### config.mk
export PLATFORM = sky130hd
export DESIGN_NAME = spi_mem_master_flat
export DESIGN_NICKNAME = d
export VERILOG_FILES = /design/src/rtl/spi_mem_master_if.sv /design/src/rtl/spi_mem_master.sv /design/src/flat_wrapper.sv
export SDC_FILE = /design/constraint.sdc
export NUM_CORES = 1
export LEC_CHECK = 0
export ABC_AREA = 1
export CAP_MARGIN = 20
export CORE_MARGIN = 2
export CORE_UTILIZATION = 30
export DETAILED_ROUTE_END_ITERATION = 16
export SLEW_MARGIN = 25
export SYNTH_ARGS = -nofsm -noshare
export SYNTH_HDL_FRONTEND = slang
export SYNTH_SLANG_ARGS = --single-unit
### constraint.sdc
create_clock -name clk -period 4.5 [get_ports clk]
set_input_delay 0.675 -clock clk [delete_from_list [all_inputs] [get_ports clk]]
set_output_delay 0.675 -clock clk [all_outputs]
set_load 0.02 [all_outputs]
### src/rtl/spi_mem_master_if.sv
// spi_mem_master_if: CPU-side request/response bundle for spi_mem_master.
// The master modport is the CPU fetch/load/store side; the slave modport is the SPI engine.
interface spi_mem_master_if #(
    parameter int ADDR_W = 16
);
    logic              req_valid;
    logic              req_ready;
    logic              req_we;
    logic [ADDR_W-1:0] req_addr;
    logic [7:0]        req_wdata;
    logic              resp_valid;
    logic [7:0]        resp_rdata;
    logic              busy;

    modport master (
        output req_valid, req_we, req_addr, req_wdata,
        input  req_ready, resp_valid, resp_rdata, busy
    );

    modport slave (
        input  req_valid, req_we, req_addr, req_wdata,
        output req_ready, resp_valid, resp_rdata, busy
    );
endinterface

### src/rtl/spi_mem_master.sv
// spi_mem_master: single-byte SPI mode-0 master for 23LC-style serial SRAM.
// One accepted request becomes one framed transaction: CMD, ADDR (MSB first), 8 data bits.
// Optional build macro SPI_MEM_FASTREAD_EN: reads use CMD 0x0B with 8 dummy SCK cycles
// between address and data; writes are unaffected. Without it no dummy-phase logic exists.
module spi_mem_master #(
    parameter int CLK_DIV = 2,
    parameter int ADDR_W  = 16
) (
    input  logic            clk,
    input  logic            rst_n,
    spi_mem_master_if.slave bus,
    output logic            spi_cs_n_o,
    output logic            spi_sck_o,
    output logic            spi_mosi_o,
    input  logic            spi_miso_i
);
    localparam int NBITS_RW = 8 + ADDR_W + 8;
`ifdef SPI_MEM_FASTREAD_EN
    localparam int NBITS_RD = NBITS_RW + 8;
`else
    localparam int NBITS_RD = NBITS_RW;
`endif
    localparam int SR_W   = NBITS_RD;
    localparam int BCNT_W = $clog2(SR_W + 1);
    localparam int DIV_W  = $clog2(CLK_DIV) + 1;

    typedef enum logic [1:0] {
        ST_IDLE  = 2'd0,
        ST_SHIFT = 2'd1,
        ST_DONE  = 2'd2,
        ST_GAP   = 2'd3
    } state_t;

    state_t            state_q;
    logic [SR_W-1:0]   sr_q;
    logic [BCNT_W-1:0] bit_cnt_q;
    logic [DIV_W-1:0]  div_q;
    logic              we_q;
    logic [7:0]        rdata_sr_q;
    logic [7:0]        rdata_sr_d;
    logic [7:0]        rdata_q;
    logic              resp_valid_q;
    logic              busy_q;
    logic              ready_q;
    logic              cs_n_q;
    logic              sck_q;

    logic              div_end_s;
    logic              gap_end_s;
    logic              last_bit_s;
    logic              sample_s;
    logic [SR_W-1:0]   load_sr_s;
    logic [BCNT_W-1:0] load_cnt_s;

    // Phase-end decodes and the MISO capture path; only the final 8 bits of a frame are captured.
    always_comb begin
        div_end_s  = (div_q == DIV_W'(CLK_DIV - 1));
        gap_end_s  = (div_q == DIV_W'(2 * CLK_DIV - 1));
        last_bit_s = (bit_cnt_q == BCNT_W'(1));
        sample_s   = (state_q == ST_SHIFT) && sck_q && (div_q == {DIV_W{1'b0}})
                     && (bit_cnt_q <= BCNT_W'(8));
        if (sample_s) begin
            rdata_sr_d = {rdata_sr_q[6:0], spi_miso_i};
        end else begin
            rdata_sr_d = rdata_sr_q;
        end
    end

    // Frame image (MSB leaves first) and bit count for the request on the bus.
    always_comb begin
`ifdef SPI_MEM_FASTREAD_EN
        if (bus.req_we) begin
            load_sr_s  = {8'h02, bus.req_addr, bus.req_wdata, 8'h00};
            load_cnt_s = BCNT_W'(NBITS_RW);
        end else begin
            load_sr_s  = {8'h0B, bus.req_addr, 8'h00, 8'h00};
            load_cnt_s = BCNT_W'(NBITS_RD);
        end
`else
        load_cnt_s = BCNT_W'(NBITS_RW);
        if (bus.req_we) begin
            load_sr_s = {8'h02, bus.req_addr, bus.req_wdata};
        end else begin
            load_sr_s = {8'h03, bus.req_addr, 8'h00};
        end
`endif
    end

    // Transaction sequencer: accept, shift the frame, pulse the response, then hold CS high for the gap.
    always_ff @(posedge clk or negedge rst_n) begin
        if (!rst_n) begin
            state_q      <= ST_IDLE;
            sr_q         <= {SR_W{1'b0}};
            bit_cnt_q    <= {BCNT_W{1'b0}};
            div_q        <= {DIV_W{1'b0}};
            we_q         <= 1'b0;
            rdata_sr_q   <= 8'h00;
            rdata_q      <= 8'h00;
            resp_valid_q <= 1'b0;
            busy_q       <= 1'b0;
            ready_q      <= 1'b1;
            cs_n_q       <= 1'b1;
            sck_q        <= 1'b0;
        end else begin
            case (state_q)
                ST_IDLE: begin
                    if (bus.req_valid && ready_q) begin
                        state_q    <= ST_SHIFT;
                        ready_q    <= 1'b0;
                        busy_q     <= 1'b1;
                        cs_n_q     <= 1'b0;
                        sck_q      <= 1'b0;
                        sr_q       <= load_sr_s;
                        bit_cnt_q  <= load_cnt_s;
                        div_q      <= {DIV_W{1'b0}};
                        we_q       <= bus.req_we;
                        rdata_sr_q <= 8'h00;
                    end else begin
                        ready_q <= 1'b1;
                    end
                end
                ST_SHIFT: begin
                    rdata_sr_q <= rdata_sr_d;
                    if (!sck_q) begin
                        if (div_end_s) begin
                            sck_q <= 1'b1;
                            div_q <= {DIV_W{1'b0}};
                        end else begin
                            div_q <= div_q + DIV_W'(1);
                        end
                    end else begin
                        if (div_end_s) begin
                            sck_q <= 1'b0;
                            div_q <= {DIV_W{1'b0}};
                            if (last_bit_s) begin
                                state_q      <= ST_DONE;
                                cs_n_q       <= 1'b1;
                                sr_q         <= {SR_W{1'b0}};
                                bit_cnt_q    <= {BCNT_W{1'b0}};
                                resp_valid_q <= 1'b1;
                                if (!we_q) begin
                                    rdata_q <= rdata_sr_d;
                                end else begin
                                    rdata_q <= rdata_q;
                                end
                            end else begin
                                sr_q      <= {sr_q[SR_W-2:0], 1'b0};
                                bit_cnt_q <= bit_cnt_q - BCNT_W'(1);
                            end
                        end else begin
                            div_q <= div_q + DIV_W'(1);
                        end
                    end
                end
                ST_DONE: begin
                    resp_valid_q <= 1'b0;
                    busy_q       <= 1'b0;
                    div_q        <= {DIV_W{1'b0}};
                    state_q      <= ST_GAP;
                end
                ST_GAP: begin
                    if (gap_end_s) begin
                        state_q <= ST_IDLE;
                        ready_q <= 1'b1;
                        div_q   <= {DIV_W{1'b0}};
                    end else begin
                        div_q <= div_q + DIV_W'(1);
                    end
                end
                default: begin
                    state_q      <= ST_IDLE;
                    ready_q      <= 1'b1;
                    busy_q       <= 1'b0;
                    resp_valid_q <= 1'b0;
                    cs_n_q       <= 1'b1;
                    sck_q        <= 1'b0;
                    sr_q         <= {SR_W{1'b0}};
                    div_q        <= {DIV_W{1'b0}};
                end
            endcase
        end
    end

    assign spi_cs_n_o     = cs_n_q;
    assign spi_sck_o      = sck_q;
    assign spi_mosi_o     = sr_q[SR_W-1];
    assign bus.req_ready  = ready_q;
    assign bus.resp_valid = resp_valid_q;
    assign bus.resp_rdata = rdata_q;
    assign bus.busy       = busy_q;
endmodule

### src/flat_wrapper.sv
// flat-port wrapper written by rule: the top's interface ports become plain ports
module spi_mem_master_flat 
#(
    parameter int CLK_DIV = 2,
    parameter int ADDR_W  = 16
)
  (clk, rst_n, spi_cs_n_o, spi_sck_o, spi_mosi_o, spi_miso_i, bus_req_valid, bus_req_we, bus_req_addr, bus_req_wdata, bus_req_ready, bus_resp_valid, bus_resp_rdata, bus_busy);
  spi_mem_master_if #(.ADDR_W(ADDR_W)) bus_i ();
  input  logic clk;
  input  logic rst_n;
  output logic spi_cs_n_o;
  output logic spi_sck_o;
  output logic spi_mosi_o;
  input  logic spi_miso_i;
  input wire logic [$bits(bus_i.req_valid)-1:0] bus_req_valid;
  input wire logic [$bits(bus_i.req_we)-1:0] bus_req_we;
  input wire logic [$bits(bus_i.req_addr)-1:0] bus_req_addr;
  input wire logic [$bits(bus_i.req_wdata)-1:0] bus_req_wdata;
  output wire logic [$bits(bus_i.req_ready)-1:0] bus_req_ready;
  output wire logic [$bits(bus_i.resp_valid)-1:0] bus_resp_valid;
  output wire logic [$bits(bus_i.resp_rdata)-1:0] bus_resp_rdata;
  output wire logic [$bits(bus_i.busy)-1:0] bus_busy;
  assign bus_i.req_valid = bus_req_valid;
  assign bus_i.req_we = bus_req_we;
  assign bus_i.req_addr = bus_req_addr;
  assign bus_i.req_wdata = bus_req_wdata;
  assign bus_req_ready = bus_i.req_ready;
  assign bus_resp_valid = bus_i.resp_valid;
  assign bus_resp_rdata = bus_i.resp_rdata;
  assign bus_busy = bus_i.busy;
  spi_mem_master #(.CLK_DIV(CLK_DIV), .ADDR_W(ADDR_W)) u_core (.clk(clk), .rst_n(rst_n), .bus(bus_i), .spi_cs_n_o(spi_cs_n_o), .spi_sck_o(spi_sck_o), .spi_mosi_o(spi_mosi_o), .spi_miso_i(spi_miso_i));
endmodule
Word level (Yosys, flattened, before mapping)
Index checks and enable logic that the tools add are counted.

Add/subtract/negate cells: 2. Multiply operators: 0. Div/mod/pow operators: 0. Order comparisons: 1. Equal/unequal tests: 11. Shift operators: 0. Muxes and demuxes: 39. Bitwise gates (word level): 1. Reductions and logical operators: 19.

Operator list (count): $mux 32 (4); $pmux 32 s2 (1); $mux 25 (1); $mux 6 (4); $mux 2 (8); $mux 8 (2); $pmux 2 s4 (2); $pmux 8 s2 (1); $reduce_and 5->1 (3); $pmux 6 s2 (1); $mux 1 (10); $ne 2x1->1 const B (5); $pmux 1 s2 (5); $reduce_and 2->1 (4); $reduce_and 4->1 (2); $reduce_bool 2->1 (4); $eq 2x2->1 const B (3); $eq 6x1->1 const B (1); $le 6x4->1 const B (1); $sub 6x1->6 const B (1); $eq 2x1->1 const B (2); $logic_and 1x1->1 (4); $logic_not 2->1 (2); $add 2x1->2 const B (1); $not 1->1 (1).

Bits in registers: 64. Latch bits: 0. Memory bits (writable): 0. ROM bits: 0. Input bits: 29. Output and inout bits: 14. Word-level logic and storage cells: 85. Memories: 0.

Logic depth before layout (Yosys ltp)
Word-level depth: 6. Depth in mapped cells: 11. Depth with buffers taken out: 11.

Worst setup path before layout
No wires, ideal clock.

Path type: reg-to-reg. Start point: register u_core.state_q[1]. End point: register u_core.sr_q[1]. Setup time: 0.124 ns. Arrival: 1.374 ns. Data required time: 4.376 ns. Setup slack: 3.002 ns. Stages on the path, launching flop included: 11. Path buffers: 3. Clock period less this slack: 1.498 ns. Path through: dfrtp_1 -> inv_1 -> ha_1 -> buf_4 -> nand2_2 -> nand2_4 -> nand2_4 -> buf_6 -> buf_6 -> nand2_1 -> nand3_1.

Word-level cells in the longest chain between the ends: 3. Elaborated cells on any way between the ends: 8. Classes of those cells: eq/ne (4); mux (1); reduce/logical (3).

RTL lines: start: declaration (RTL line spi_mem_master.sv:34) `state_t state_q;`; start signal: assignment (RTL line spi_mem_master.sv:92) `state_q <= ST_IDLE;`; start signal: assignment (RTL line spi_mem_master.sv:108) `state_q <= ST_SHIFT;`; start signal: assignment (RTL line spi_mem_master.sv:136) `state_q <= ST_DONE;`; $eq 2x1->1 / $logic_not 2->1 (equally long branches) (RTL line spi_mem_master.sv:105) `case (state_q)`; $ne 2x1->1 (no source line) / $reduce_bool 2->1 (equally long branches); $reduce_and 4->1 (no source line); end signal: assignment (RTL line spi_mem_master.sv:93) `sr_q <= {SR_W{1'b0}};`; end signal: assignment (RTL line spi_mem_master.sv:113) `sr_q <= load_sr_s;`; end signal: assignment (RTL line spi_mem_master.sv:138) `sr_q <= {SR_W{1'b0}};`; end: declaration (RTL line spi_mem_master.sv:35) `logic [SR_W-1:0] sr_q;`.

Several ways; a longest one is shown, not always the timed one. A chain may end at the register's enable or synchronous reset.

Final worst setup path
Start point: register u_core.state_q[1]. End point: register u_core.sr_q[4].

Same word-level chain as after synthesis.

==> impl_metrics.env <==
export IMPL_yosysTopAreaCell="dfrtp_1"
export IMPL_die_area_sq_mm=0.0118
export IMPL_fp_row_count=38
export IMPL_busiest_layer="met2"
export IMPL_nFillCells=1131
export IMPL_slew_headroom_pct=44.9
export IMPL_rsz0062_at_grt="no"
export IMPL_finalCritPeriodShare_pct=53.9
export IMPL_critPathKind="reg -> reg"
export IMPL_synth_cell_types=30
export IMPL_final_cell_mix="nand2_1 (143), nand3_1 (79), dfrtp_1 (62), clkdlybuf4s50_1 (41), inv_1 (29)"
export IMPL_ys_seq_elements=64
export IMPL_start_util_pct=30.5
export IMPL_holdBufCountCts=0
export IMPL_cts_root_buf="clkbuf_8"
export IMPL_clock_sinks=64
export IMPL_ant_nets=0
export IMPL_cts_tree="done"
export IMPL_hpwl_um=4510
export IMPL_seq_area_frac_synth_pct=48.7
export IMPL_area_sequential_sq_mm=0.00160
export IMPL_switchingPower_uw=1050
export IMPL_finalNetCount=481
export IMPL_clkPwrFrac_pct=17.3
export IMPL_met2_usage_pct=19.6
export IMPL_final_common_cell="nand2_1"
export IMPL_antennaDiodeCount=0
export IMPL_hold_path_depth=2
export IMPL_critical_path_arrival_ns=2.70
export IMPL_slew_viol_final=0
export IMPL_clkLatencyLatePin_ns=0.34
export IMPL_drt_first_pass_iters=4
export IMPL_grt_use_total_pct=12.7
export IMPL_htreeDepth=3
export IMPL_fp_dieW_um=109
export IMPL_holdWs_ns=0.470
export IMPL_grt_ovfl_total=0
export IMPL_placed_cell_area_sq_mm=0.00377
export IMPL_status="completed"
export IMPL_placed_cells=568
export IMPL_finalNonFillerCells=584
export IMPL_clkTransAtPathRegs_ns=0.07
export IMPL_synth_area_leaders="dfrtp_1 (47%), nand2_1 (16%), nand3_1 (12%)"
export IMPL_critical_path_buf_inv_count=1
export IMPL_cts_buffer_depth=2
export IMPL_netSwitchingFraction_pct=43.5
export IMPL_min_path_type="reg -> reg"
export IMPL_drive_gt1_share_pct=9.01
export IMPL_crit_required_ns=4.78
export IMPL_grt_max_degree=65
export IMPL_grt_pass1_wl_um=11800
export IMPL_multi_input_area_sq_mm=0.00144
export IMPL_p_leak_uw=0.00196
export IMPL_power_internal_uw=1360
export IMPL_fin_ws_ns=2.07
export IMPL_fin_crit_ns=2.43
export IMPL_via_count=2644
export IMPL_use_met1_pct=16.3
export IMPL_antenna_found_initial=0
export IMPL_irDropWorstVdd_mv=0.219
export IMPL_die_h_um=109
export IMPL_wl_per_cell_um=11.6
export IMPL_post_place_ws_ns=1.86
export IMPL_power_density_mw_per_mm2=612
export IMPL_design_core_area_sq_mm=0.0108
export IMPL_portBuffers=42
export IMPL_crit_path_max_incr_delay_ns=0.61
export IMPL_syn_inst=398
export IMPL_path_cells="inv_1, ha_1, nand2_2, nand2_4, nand2_4, nor2_4, nand2_1, nand3_1"
export IMPL_wl_um=6790
export IMPL_yosys_warnings=0
export IMPL_setup_worst_path_start_class="flip-flop"
export IMPL_cp_slowest_cell="nor2_4"
export IMPL_drcViolationCount=0
export IMPL_synthesis_nets=440
export IMPL_fmax_ghz=0.412
export IMPL_cp_top_family="simple AND/OR/NAND/NOR gates"
export IMPL_critPathMaxFanout=40
export IMPL_yosysTopAreaCellShare_pct=47.1
export IMPL_cts_setup_buffers=0
export IMPL_cp_depth=8
export IMPL_gp_congestion=0.756
export IMPL_viasPerCell=4.53
export IMPL_io_pins=43
export IMPL_worstMarginPinSlew_ns=0.827
export IMPL_critPathCaptureType="flip-flop"
export IMPL_setup_violations=0
export IMPL_cts_buffers=9
export IMPL_finalHoldViolations=0
export IMPL_use_met3_pct=3.41
export IMPL_drv_cap=0
export IMPL_crit_top_cell="nand2_4"
export IMPL_syn_avg_cell_area_sq_um=8.27
export IMPL_areaGrowthSynthToFinish_pct=19.4
export IMPL_ctsResizeCount=0
export IMPL_final_area_sq_mm=0.00393
export IMPL_drtIter0Drc=159
export IMPL_finalSetupTns_ns=0
export IMPL_p_seq_share_pct=38.7
export IMPL_reg2regPathDepth=8
export IMPL_skew_ns=0.00831
export IMPL_comb_power_share_pct=44.0
export IMPL_grt_pass1_vias=2567
export IMPL_syn_area_sq_mm=0.00329
-- worst register-to-register path, delay by kind of cell, from the launching register on --
kind                     cells  cell delay (ns)
flip-flops                   1             0.42
AND/OR/NAND/NOR              6             1.36
buffers and inverters        1             0.12
adder cells (fa/ha/maj)      1             0.49
-- power by group through the flow --
stage / logic (uW) / registers [uW] / clock network, uW
finish: 1060 / 932 / 416
global route: 1220 / 959 / 458
global placement: 1040 / 933 / 0
detailed placement: 1070 / 936 / 0
CTS: 1070 / 930 / 431
floorplan: 858 / 933 / 0
-- per-layer routing --
metal	up-vias	part of all wire (%)	routed length (um)
li1	1360	-	-
met1	1218	49	3340
met2	57	45	3030
met3	9	4.4	299
met4	0	1.9	129
met5	-	0	0
-- state kept, by name, indices dropped and copies added (netlist names), 2 cells and up --
signal,count
u_core.sr_q,32
u_core.rdata_sr_q,8
u_core.bit_cnt_q,6
u_core.div_q,2
u_core.state_q,2
u_core.bus.resp_rdata,8
-- synthesized netlist by cell type --
library cell / n
nand2_2: 5
o21ai_1: 3
dfrtp_1: 62
inv_1: 29
o21ai_2: 1
nand2_4: 2
nand4_1: 2
o21ai_0: 11
nand3_2: 2
nor2_4: 4
nand3_1: 79
o21a_1: 1
nor2_8: 1
ha_1: 13
nor3_1: 1
clkinv_1: 1
o21bai_1: 1
dfstp_2: 2
buf_2: 3
xor2_1: 1
o211ai_1: 1
buf_6: 7
inv_4: 1
nor2_1: 10
nor2_2: 4
inv_2: 3
nand2_1: 143
a22oi_1: 1
buf_4: 3
a22o_1: 1
-- cell type report --
class	instances	share of cell area, %
Tap cell	140	4.46
Timing Repair Buffer	43	10.8
Inverter	34	3.31
Clock buffer	12	3.44
Multi-Input combinational cell	287	36.6
Clock inverter	4	0.573
Sequential cell	64	40.8
-- path summary, 6_finish.rpt --
path | from | endpoint | slack, ns
max | u_core.state_q[1] | u_core.sr_q[4] | 2.07
min reg2reg | u_core.sr_q[9] | u_core.sr_q[10] | 0.47
max reg2reg | u_core.state_q[1] | u_core.sr_q[4] | 2.07
min | u_core.sr_q[9] | u_core.sr_q[10] | 0.47
min in group asynchronous | rst_n | u_core.bus.busy | 0.49
max in group asynchronous | rst_n | u_core.div_q[1] | 3.44
-- per-stage QoR --
step / utilization (%) / total power [uW]
2_1_floorplan: - / 1790
3_3_place_gp: 35.0 / 1970
3_5_place_dp: 35.0 / 2010
4_1_cts: 36.4 / 2430
5_1_grt: 36.4 / 2640
6_report: 36.4 / 2410
-- cells by family (layout without fill, tap and decap cells) --
family | Yosys count | after routing | synth area share, %
and+or+nand+nor | 253 | 253 | 35.0
adders and majority gates | 13 | 13 | 4.94
AOI/OAI and AO/OA | 20 | 20 | 3.57
DFF | 64 | 64 | 48.7
buffers and inverters | 47 | 93 | 7.49
xor gates and xnor gates | 1 | 1 | 0.266
Power figures use the tool's default switching activity.
